--- src/rtl/branch_redirect_ctrl.sv ---
// Redirect sequencer for the five-stage pipeline: owns the zf/sf/cf flags,
// turns a taken MEM-stage jump into a PC load plus a timed flush of IF/ID/EX.
module branch_redirect_ctrl #(
  parameter int FLUSH_CYCLES = 2,
  parameter int CNT_W        = 16
) (
  input  logic             clk,
  input  logic             rst_n,
  input  logic             jump,
  input  logic             mem_valid,
  input  logic [15:0]      mem_target,
  input  logic             stall_in,
  input  logic             ex_flag_we,
  input  logic             ex_zf,
  input  logic             ex_sf,
  input  logic             ex_cf,
  output logic             zf,
  output logic             sf,
  output logic             cf,
  output logic             pc_load,
  output logic [15:0]      pc_target,
  output logic             flush_if,
  output logic             flush_id,
  output logic             flush_ex,
  output logic             busy,
  output logic [CNT_W-1:0] jump_count
);

  typedef enum logic [1:0] {IDLE, REDIRECT, FLUSH} state_t;

  localparam logic [3:0]       FLUSH_RELOAD = 4'(FLUSH_CYCLES - 1);
  localparam logic [CNT_W-1:0] CNT_ONE      = {{(CNT_W-1){1'b0}}, 1'b1};

  state_t           state_reg, state_next;
  logic [3:0]       cnt_reg, cnt_next;
  logic [2:0]       flags_reg, flags_next;
  logic [15:0]      target_reg, target_next;
  logic [CNT_W-1:0] jcnt_reg, jcnt_next;
  logic             trigger;

  always_ff @(posedge clk or negedge rst_n) begin
    if (!rst_n) begin
      state_reg  <= IDLE;
      cnt_reg    <= '0;
      flags_reg  <= '0;
      target_reg <= '0;
      jcnt_reg   <= '0;
    end else begin
      state_reg  <= state_next;
      cnt_reg    <= cnt_next;
      flags_reg  <= flags_next;
      target_reg <= target_next;
      jcnt_reg   <= jcnt_next;
    end
  end

  always_comb begin
    state_next  = state_reg;
    cnt_next    = cnt_reg;
    flags_next  = flags_reg;
    target_next = target_reg;
    jcnt_next   = jcnt_reg;
    trigger     = 1'b0;
    case (state_reg)
      IDLE: begin
        trigger = mem_valid & jump & ~stall_in;
        if (trigger) begin
          target_next = mem_target;
          if (jcnt_reg != '1)
            jcnt_next = jcnt_reg + CNT_ONE;
          state_next = REDIRECT;
        end else if (!stall_in && ex_flag_we) begin
          // EX flags commit only when no older jump is squashing EX
          flags_next = {ex_zf, ex_sf, ex_cf};
        end
      end
      REDIRECT: begin
        if (FLUSH_CYCLES == 1) begin
          state_next = IDLE;
        end else begin
          cnt_next   = FLUSH_RELOAD;
          state_next = FLUSH;
        end
      end
      FLUSH: begin
        if (!stall_in) begin
          cnt_next = cnt_reg - 4'd1;
          if (cnt_reg == 4'd1)
            state_next = IDLE;
        end
      end
      default: state_next = IDLE;
    endcase
  end

  // outputs come from registers only, no input-to-output path
  assign pc_load    = (state_reg == REDIRECT);
  assign busy       = (state_reg != IDLE);
  assign flush_if   = busy;
  assign flush_id   = busy;
  assign flush_ex   = busy;
  assign pc_target  = target_reg;
  assign jump_count = jcnt_reg;
  assign zf         = flags_reg[2];
  assign sf         = flags_reg[1];
  assign cf         = flags_reg[0];

endmodule

--- config.mk ---
export PLATFORM = sky130hd
export DESIGN_NAME = branch_redirect_ctrl
export DESIGN_NICKNAME = d
export VERILOG_FILES = /design/src/rtl/branch_redirect_ctrl.sv
export SDC_FILE = /design/constraint.sdc
export NUM_CORES = 1
export LEC_CHECK = 0
export ABC_AREA = 0
export CORE_MARGIN = 2
export CORE_UTILIZATION = 49
export DETAILED_ROUTE_END_ITERATION = 10
export PLACE_DENSITY = 0.85
export SLEW_MARGIN = 5
export SYNTH_ARGS = -nofsm -noshare
export SYNTH_HDL_FRONTEND = slang
export SYNTH_SLANG_ARGS = --single-unit
--- constraint.sdc ---
create_clock -name clk -period 3 [get_ports clk]
set_clock_uncertainty 0.05 [all_clocks]
set_input_delay 0.45 -clock clk [delete_from_list [all_inputs] [get_ports clk]]
set_output_delay 0.45 -clock clk [all_outputs]
set_load 0.02 [all_outputs]
==> results.ini, run 1 <==
[status]
outcome = finished clean

[min_path]
min_path_type = in2async

[grt]
antenna_found_initial = 0
grt_pass1_wl_mm = 6.90
first_global_vias = 1498
grt.overflow.total = 0
grt_max_degree = 42
track_usage = 0.206

[sta]
report.final.slew_viol_count = 0
tns_ns = 0
holdWs_ns = 0.224
fin_crit_sh = 0.757
min_period_ns = 2.27
setup_viol = 0
rsz0062_at_grt = false
fin_ws_ns = 0.729
fmax_mhz = 440
finalHoldViolations = 0
relSlewSlack = 0.412
tightest_slew_ns = 0.882

[clocking]
clk_pin_slew_ns = 0.07
clock_latency_ns = 0.29
cts_buffers = 5
cts_tree = yes
hold_buffers = 0
cts_resized = 0
cts_buffer_depth = 2
ctsHtreeMaxLevel = 2
cts_sinks = 41
post_cts_buffers = 0
clockRootBuffer = clkbuf_8

[critical_path]
endpoint_kind = primary output
critPathRequiredTime_ns = 2.50
cp_slowest_cell = clkdlybuf4s50_1
crit_buf_inv = 1
path_class = reg2out
crit_chain = or2_2 > clkdlybuf4s50_1
start_kind = register
cp_top_family = buffers and inverters
cp.arrival_ns = 1.77
cp_max_fo = 13
critPathMaxStageDelay_ns = 0.55

[layout]
layout_common_cells = clkdlybuf4s50_1 (63), nand2_1 (54), dfrtp_1 (41)
utilization = 0.723
layout-drive-gt1-share = 0.0700
num_antenna_cells = 0
final_nets = 285
area_delta_synth_final_pct = 39.8
layout_commonest_cell = clkdlybuf4s50_1

[detailed_routing]
drtPass1Iterations = 4
wirelength_mm = 4.08
vias = 1574
drt_iter0_drc = 105
ant_nets = 0
drc = 0
via_per_inst = 5.16
avgRoutedWirePerCell_um = 13.4

[power_and_ir_drop]
clockPowerShare = 0.197
ir_worst_vdd_mv = 0.588
power.density_nw_per_um2 = 800
swShare = 0.354
power.total_mw = 2.15
leakage_nw = 1.24
pwr-share-seq = 0.398
pwr-share-comb = 0.406
switchingPower_mw = 0.761
internal-power_mw = 1.39

[floorplan]
rows = 22
die_y_um = 66.6
fp.coreArea_sq_um = 3720
start_util = 0.517
die_x_um = 66.6
die_area_sq_um = 4440
pin_count = 65

[logic_synthesis]
synth.avg_cell_area_sq_um = 9.96
syn_inst = 193
synth.area.top_cells = dfrtp_1 (53%), nand2_1 (11%), xor2_1 (4.6%), nand4_1 (2.3%), mux2i_1 (2.1%)
synth_area_leader_cell = dfrtp_1
synth_area_sq_um = 1920
syn-num-nets = 221
synth_edf_count = 0
ys_async_sr_fraction = 1.00
synthFlopType = dfrtp_1
synth.yosys.warnings = 0
yosysTopAreaCellShare = 0.534
yosysSeqAreaShare = 0.534
ys_types = 39
yosys_register_bits = 41

[placement]
port_buffers = 64
dp_hpwl_mm = 3.00
place_congestion = 0.890
pre_cts_ws_ns = 0.594

[job]
maxCapViolCount = 0

[Yosys cell counts, types with 4 or more instances]
cell / number
and3_1: 5
clkbuf_1: 4
dfrtp_1: 41
mux2i_1: 4
nand2_1: 54
nand3_1: 6
nand4_1: 7
nor2_1: 9
nor3_1: 4
xor2_1: 10
[final timing paths]
check,start,end,slack (ns),depth (start not counted)
setup / recovery,state_reg[1]$_DFFE_PN0P_,flush_if,0.73,2
hold / removal,rst_n,pc_target[7]$_DFFE_PN0P_,0.22,1
setup reg to reg,state_reg[1]$_DFFE_PN0P_,jump_count[15]$_DFFE_PN0P_,0.98,4
hold reg to reg,pc_target[11]$_DFFE_PN0P_,pc_target[11]$_DFFE_PN0P_,0.43,2
max in group asynchronous,rst_n,pc_target[15]$_DFFE_PN0P_,2.13,1
min in group clk,pc_target[11]$_DFFE_PN0P_,pc_target[11]$_DFFE_PN0P_,0.43,2
[metal layers]
layer / global-route usage / wire [um] / up-vias
met5: 0 / 0 / -
met4: 0.0740 / 64 / 0
met3: 0.0557 / 198 / 6
met2: 0.330 / 1980 / 39
met1: 0.268 / 1840 / 740
li1: - / - / 789
[worst register-to-register path, stage by stage (launching register included)]
cell     delay, ns
dfrtp_1       0.54
or3_4         0.46
nor4_4        0.39
nand4_1       0.15
mux2_1        0.32
[final cells by class]
| cell class | instances | area (sq um) |
|---|---|---|
| Clock buffer | 5 | 68.8 |
| Clock inverter | 2 | 35.0 |
| Sequential cell | 41 | 1030 |
| Fill cell | 286 | 1030 |
| Tap cell | 48 | 60.1 |
| Timing Repair Buffer | 65 | 643 |
| Multi-Input combinational cell | 141 | 843 |
| Inverter | 3 | 11.3 |
[through the flow]
stage	area [sq um]	cells
3_3_place_gp	2580	298
4_1_cts	2690	305
2_1_floorplan	1920	193
6_report	2690	305
3_5_place_dp	2580	298
5_1_grt	2690	305
[kinds of logic after synthesis]
logic type | after synthesis | synth area share
simple gates | 106 | 0.281
flops | 41 | 0.534
compound gates | 12 | 0.0384
xor+xnor | 11 | 0.0501
buf+inv | 11 | 0.0273
mux | 9 | 0.0501
fa+ha+maj | 3 | 0.0195
[power by group through the flow]
| stage | logic [mW] | clock network, mW | registers [mW] |
|---|---|---|---|
| after global routing | 0.946 | 0.460 | 0.880 |
| after global placement | 0.859 | 0 | 0.855 |
| after CTS | 0.886 | 0.438 | 0.856 |
| after detailed placement | 0.882 | 0 | 0.866 |
| after floorplan | 0.338 | 0 | 0.992 |
| final | 0.872 | 0.423 | 0.855 |
Power figures use the tool's default switching activity.
==> inputs of run 2 (changes only) <==
--- a/config.mk
+++ b/config.mk
@@ -7,9 +7,9 @@
 export LEC_CHECK = 0
 export ABC_AREA = 0
 export CORE_MARGIN = 2
-export CORE_UTILIZATION = 49
+export CORE_UTILIZATION = 41
 export DETAILED_ROUTE_END_ITERATION = 10
-export PLACE_DENSITY = 0.85
+export PLACE_DENSITY = 0.76
 export SLEW_MARGIN = 5
 export SYNTH_ARGS = -nofsm -noshare
 export SYNTH_HDL_FRONTEND = slang
==> constraint.sdc (replaced) <==
create_clock -name clk -period 1.9 [get_ports clk]
set_clock_uncertainty 0.05 [all_clocks]
set_input_delay 0.285 -clock clk [delete_from_list [all_inputs] [get_ports clk]]
set_output_delay 0.285 -clock clk [all_outputs]
set_load 0.02 [all_outputs]
==> results.ini, run 2 (synthesized netlist as in run 1, its figures left out) <==
[status]
outcome = finished clean

[clocking]
post_cts_buffers = 0  ; unchanged
ctsHtreeMaxLevel = 2  ; unchanged
cts_tree = yes
cts_buffer_depth = 2  ; unchanged
clockRootBuffer = clkbuf_8
clk_pin_slew_ns = 0.08  ; about the same
clock_latency_ns = 0.29  ; about the same
cts_buffers = 5  ; unchanged
cts_sinks = 41  ; unchanged

[power_and_ir_drop]
internal-power_mw = 2.11  ; +52%
swShare = 0.363  ; +0.00904
switchingPower_mw = 1.20  ; +58%
pwr-share-comb = 0.434  ; +0.028
power.total_mw = 3.32  ; +54%
leakage_nw = 1.32  ; +6.2%
clockPowerShare = 0.170  ; -0.027
ir_worst_vdd_mv = 0.710  ; +21%
power.density_nw_per_um2 = 1190  ; +49%
pwr-share-seq = 0.395  ; -0.003

[layout]
layout-drive-gt1-share = 0.122  ; +0.0517
num_antenna_cells = 0  ; unchanged
area_delta_synth_final_pct = 45.2
utilization = 0.628  ; -0.0951
regArea_sq_um = 1030  ; unchanged
design_area_sq_um = 2790  ; +3.9%
fillCellCount = 370  ; +29%
layout_common_cells = clkdlybuf4s50_1 (58), nand2_1 (53), dfrtp_1 (41)
final_nets = 299  ; +4.9%
multi_input_area_sq_um = 858  ; +1.8%
layout_commonest_cell = clkdlybuf4s50_1

[critical_path]
critPathMaxStageDelay_ns = 0.43  ; -0.12 ns
cp.arrival_ns = 1.91  ; +0.14 ns
crit_chain = or3_4 > nor4_4 > nand4_1 > mux2_1
path_class = reg2reg
critPathRequiredTime_ns = 2.02  ; -0.48 ns
cp_max_fo = 5  ; -8
r2r_setup_slack_ns = 0.11  ; -0.87 ns
endpoint_kind = register
start_kind = register
cp_top_family = simple AND/OR/NAND/NOR gates
crit_buf_inv = 0  ; -1
cp_slowest_cell = dfrtp_1

[job]
maxCapViolCount = 0  ; unchanged

[floorplan]
die_area_sq_um = 5250  ; +18%
fp.coreArea_sq_um = 4440  ; +20%
start_util = 0.432  ; -0.0847
rows = 24  ; +9.1%
die_x_um = 72.5  ; +8.8%
pin_count = 65  ; unchanged
die_y_um = 72.5  ; +8.8%

[detailed_routing]
drc = 0  ; unchanged
avgRoutedWirePerCell_um = 13.7  ; +2.8%
wirelength_mm = 4.44  ; +8.8%
drt_iter0_drc = 117  ; +11%
ant_nets = 0  ; unchanged
drtPass1Iterations = 4  ; unchanged
vias = 1678  ; +6.6%
via_per_inst = 5.20  ; +0.67%

[sta]
min_period_ns = 1.79
tightest_slew_ns = 0.589  ; -0.292 ns
fin_crit_sh = 0.942
relSlewSlack = 0.607  ; +0.195
report.final.slew_viol_count = 0  ; unchanged
tns_ns = 0  ; unchanged
fmax_mhz = 559
setup_viol = 0  ; unchanged
rsz0062_at_grt = true
finalHoldViolations = 0  ; unchanged
fin_ws_ns = 0.111  ; -0.618 ns

[placement]
dp_hpwl_mm = 3.31  ; +11%
port_buffers = 64  ; unchanged
pre_cts_ws_ns = -0.176  ; -0.769 ns
place_area_sq_um = 2690  ; +4.0%
place_congestion = 0.819  ; -8.0%

[grt]
track_usage = 0.188  ; -0.0175
first_global_vias = 1718  ; +15%
grt_pass1_wl_mm = 7.79  ; +13%
antenna_found_initial = 0  ; unchanged
grt.overflow.total = 0  ; unchanged
grt_max_degree = 28  ; -33%

[min_path]
min_path_type = reg2reg

[run 2: routing by layer]
| layer | part of all wire | up-vias | GRT usage |
|---|---|---|---|
| li1 | - | 810 | - |
| met1 | 0.45 | 806 | 0.249 |
| met2 | 0.49 | 57 | 0.311 |
| met3 | 0.054 | 5 | 0.0389 |
| met4 | 0.0097 | 0 | 0.0617 |
| met5 | 0 | - | 0 |
[run 2: worst paths after layout]
path | start | to | cells past startpoint
worst min register to register | pc_target[1]$_DFFE_PN0P_ | pc_target[1]$_DFFE_PN0P_ | 2
worst max-delay path | state_reg[0]$_DFFE_PN0P_ | jump_count[15]$_DFFE_PN0P_ | 4
max in group asynchronous | rst_n | pc_target[6]$_DFFE_PN0P_ | 3
min in group asynchronous | rst_n | jump_count[7]$_DFFE_PN0P_ | 2
worst max register to register | state_reg[0]$_DFFE_PN0P_ | jump_count[15]$_DFFE_PN0P_ | 4
worst min-delay path | pc_target[1]$_DFFE_PN0P_ | pc_target[1]$_DFFE_PN0P_ | 2
[run 2: worst reg2reg max path: stages (launching register included)]
cell     delay, ns
dfrtp_1       0.43
or3_4         0.39
nor4_4        0.32
nand4_1       0.16
mux2_1        0.33
[run 2: what timing repair did]
item                                    4_1_cts  5_1_grt
hold endpoints to repair                     25        0
resized for setup                             5        3
gates cloned                                  0        0
hold buffers                                  1        0
endpoints found under the setup margin        5        2
pin swaps                                     0        0
[run 2: cell type report]
cell class	instances	share of cell area
Clock buffer	7	0.0309
Inverter	3	0.00403
Multi-Input combinational cell	141	0.307
Sequential cell	41	0.368
Tap cell	52	0.0233
Timing Repair Buffer	79	0.267
[run 2: through the flow]
| step | instances | hold slack (ns) |
|---|---|---|
| after floorplan | 193 | -0.0606 |
| after global placement | 315 | 0.281 |
| after detailed placement | 315 | 0.281 |
| after CTS | 323 | 0.434 |
| after global routing | 323 | 0.448 |
| final | 323 | 0.429 |
[run 2: power by group through the flow]
| stage | registers (mW) | logic (mW) | clock network (mW) |
|---|---|---|---|
| after floorplan | 1.57 | 0.534 | 0 |
| after global placement | 1.32 | 1.46 | 0 |
| after detailed placement | 1.32 | 1.48 | 0 |
| after CTS | 1.31 | 1.45 | 0.579 |
| after global routing | 1.35 | 1.56 | 0.620 |
| final | 1.31 | 1.44 | 0.564 |
==> inputs of run 3 (changes only) <==
--- a/config.mk
+++ b/config.mk
@@ -6,7 +6,6 @@
 export NUM_CORES = 1
 export LEC_CHECK = 0
 export ABC_AREA = 0
-export CORE_MARGIN = 2
 export CORE_UTILIZATION = 41
 export DETAILED_ROUTE_END_ITERATION = 10
 export PLACE_DENSITY = 0.76
==> results.ini, run 3 (synthesized netlist as in run 1, its figures left out) <==
[detailed_routing]
vias = 1651  ; -1.6%
drc = 10  ; +10
wirelength_mm = 4.24  ; -4.4%
drt_iter0_drc = 90  ; -23%
via_per_inst = 5.11  ; -1.6%
avgRoutedWirePerCell_um = 13.1  ; -4.4%
ant_nets = 0  ; unchanged
drtPass1Iterations = 7  ; +3

[floorplan]
die_area_sq_um = 4970  ; -5.4%
die_x_um = 70.5  ; -2.8%
start_util = 0.432  ; unchanged
rows = 24  ; unchanged
pin_count = 65  ; unchanged
die_y_um = 70.5  ; -2.8%
fp.coreArea_sq_um = 4440  ; unchanged

[status]
outcome = complete, but fails checks
violations = DRC, hold timing

[layout]
layout_commonest_cell = clkdlybuf4s50_1
area_delta_synth_final_pct = 45.2  ; unchanged
final_nets = 298  ; -0.33%
fillCellCount = 389  ; +5.1%
layout-drive-gt1-share = 0.114  ; -0.00738
num_antenna_cells = 0  ; unchanged
design_area_sq_um = 2790  ; unchanged
layout_common_cells = clkdlybuf4s50_1 (58), nand2_1 (54), dfrtp_1 (41)

[critical_path]
cp_slowest_cell = clkdlybuf4s50_1
crit_chain = clkdlybuf4s50_1
path_class = reg2out
crit_buf_inv = 1  ; +1
cp.arrival_ns = 1.43  ; -0.48 ns
endpoint_kind = primary output
r2r_setup_slack_ns = 0.13  ; +0.02 ns
cp_max_fo = 7  ; +2
critPathMaxStageDelay_ns = 0.65  ; +0.22 ns
critPathRequiredTime_ns = 1.56  ; -0.46 ns
start_kind = register
cp_top_family = buffers and inverters

[grt]
grt_pass1_wl_mm = 7.31  ; -6.2%
antenna_found_initial = 0  ; unchanged
track_usage = 0.189  ; +0.000670
first_global_vias = 1567  ; -8.8%
grt.overflow.total = 0  ; unchanged
grt_max_degree = 42  ; +50%

[clocking]
cts_resized = 5  ; unchanged
cts_tree = yes
cts_sinks = 41  ; unchanged
ctsHtreeMaxLevel = 2  ; unchanged
clockRootBuffer = clkbuf_8
post_cts_buffers = 0  ; unchanged
cts_buffers = 5  ; unchanged
hold_buffers = 0  ; -1
clk_pin_slew_ns = 0.08  ; about the same
cts_buffer_depth = 2  ; unchanged
clock_latency_ns = 0.30  ; about the same

[sta]
fmax_mhz = 565  ; +1.1%
relSlewSlack = 0.647  ; +0.0392
holdWs_ns = -0.0111  ; -0.440 ns
finalHoldViolations = 5  ; +5
setup_viol = 0  ; unchanged
fin_crit_sh = 0.932  ; -0.0101
tightest_slew_ns = 0.530  ; -0.0588 ns
report.final.slew_viol_count = 0  ; unchanged
min_period_ns = 1.77  ; -0.0192 ns
rsz0062_at_grt = false
tns_ns = 0  ; unchanged

[power_and_ir_drop]
power.density_nw_per_um2 = 1240  ; +4.5%
leakage_nw = 1.33  ; +0.42%
ir_worst_vdd_mv = 0.710  ; about the same

[placement]
place_congestion = 0.774  ; -5.5%
dp_hpwl_mm = 3.06  ; -7.7%
place_area_sq_um = 2690  ; unchanged
port_buffers = 64  ; unchanged

[job]
maxCapViolCount = 0  ; unchanged

[min_path]
min_path_type = in2async

==> run 3: routing by layer <==
metal / up-vias / part of all wire / GRT usage
li1: 813 / - / -
met5: - / 0 / 0
met2: 51 / 0.49 / 0.305
met3: 8 / 0.058 / 0.0592
met4: 0 / 0.014 / 0.0703
met1: 779 / 0.44 / 0.237
==> run 3: cell type report <==
class / instances / area, sq um / share of cell area
clock buffer: 6 / 72.6 / 0.0260
clock inverter: 2 / 38.8 / 0.0139
inverter: 3 / 11.3 / 0.00403
multi-input combinational: 141 / 843 / 0.302
sequential: 41 / 1030 / 0.368
tap: 52 / 65.1 / 0.0233
timing repair buffer: 78 / 734 / 0.263
==> run 3: final timing paths <==
kind | startpoint | endpoint | depth (start not counted)
setup / recovery | jump_count[2]$_DFFE_PN0P_ | jump_count[2] | 1
hold / removal | rst_n | pc_target[3]$_DFFE_PN0P_ | 2
setup reg to reg | state_reg[0]$_DFFE_PN0P_ | jump_count[15]$_DFFE_PN0P_ | 4
hold reg to reg | pc_target[14]$_DFFE_PN0P_ | pc_target[14]$_DFFE_PN0P_ | 2
max in group asynchronous | rst_n | cnt_reg[1]$_DFFE_PN0P_ | 2
min in group clk | pc_target[14]$_DFFE_PN0P_ | pc_target[14]$_DFFE_PN0P_ | 2
==> run 3: through the flow <==
| step | setup WS (ns) | std cells | power, mW | util |
|---|---|---|---|---|
| floorplan | 0.0287 | 193 | 2.10 | - |
| global placement | -0.0401 | 315 | 2.78 | 0.604 |
| detailed placement | -0.0786 | 315 | 2.81 | 0.604 |
| CTS | 0.117 | 323 | 3.50 | 0.628 |
| global route | 0.000953 | 323 | 3.67 | 0.628 |
| finish | 0.130 | 323 | 3.47 | 0.628 |
==> run 3: where the power goes <==
part	internal, mW	switching [mW]
Clock	0.394	0.312
Sequential	1.12	0.203
Combinational	0.706	0.729
Total	2.22	1.24
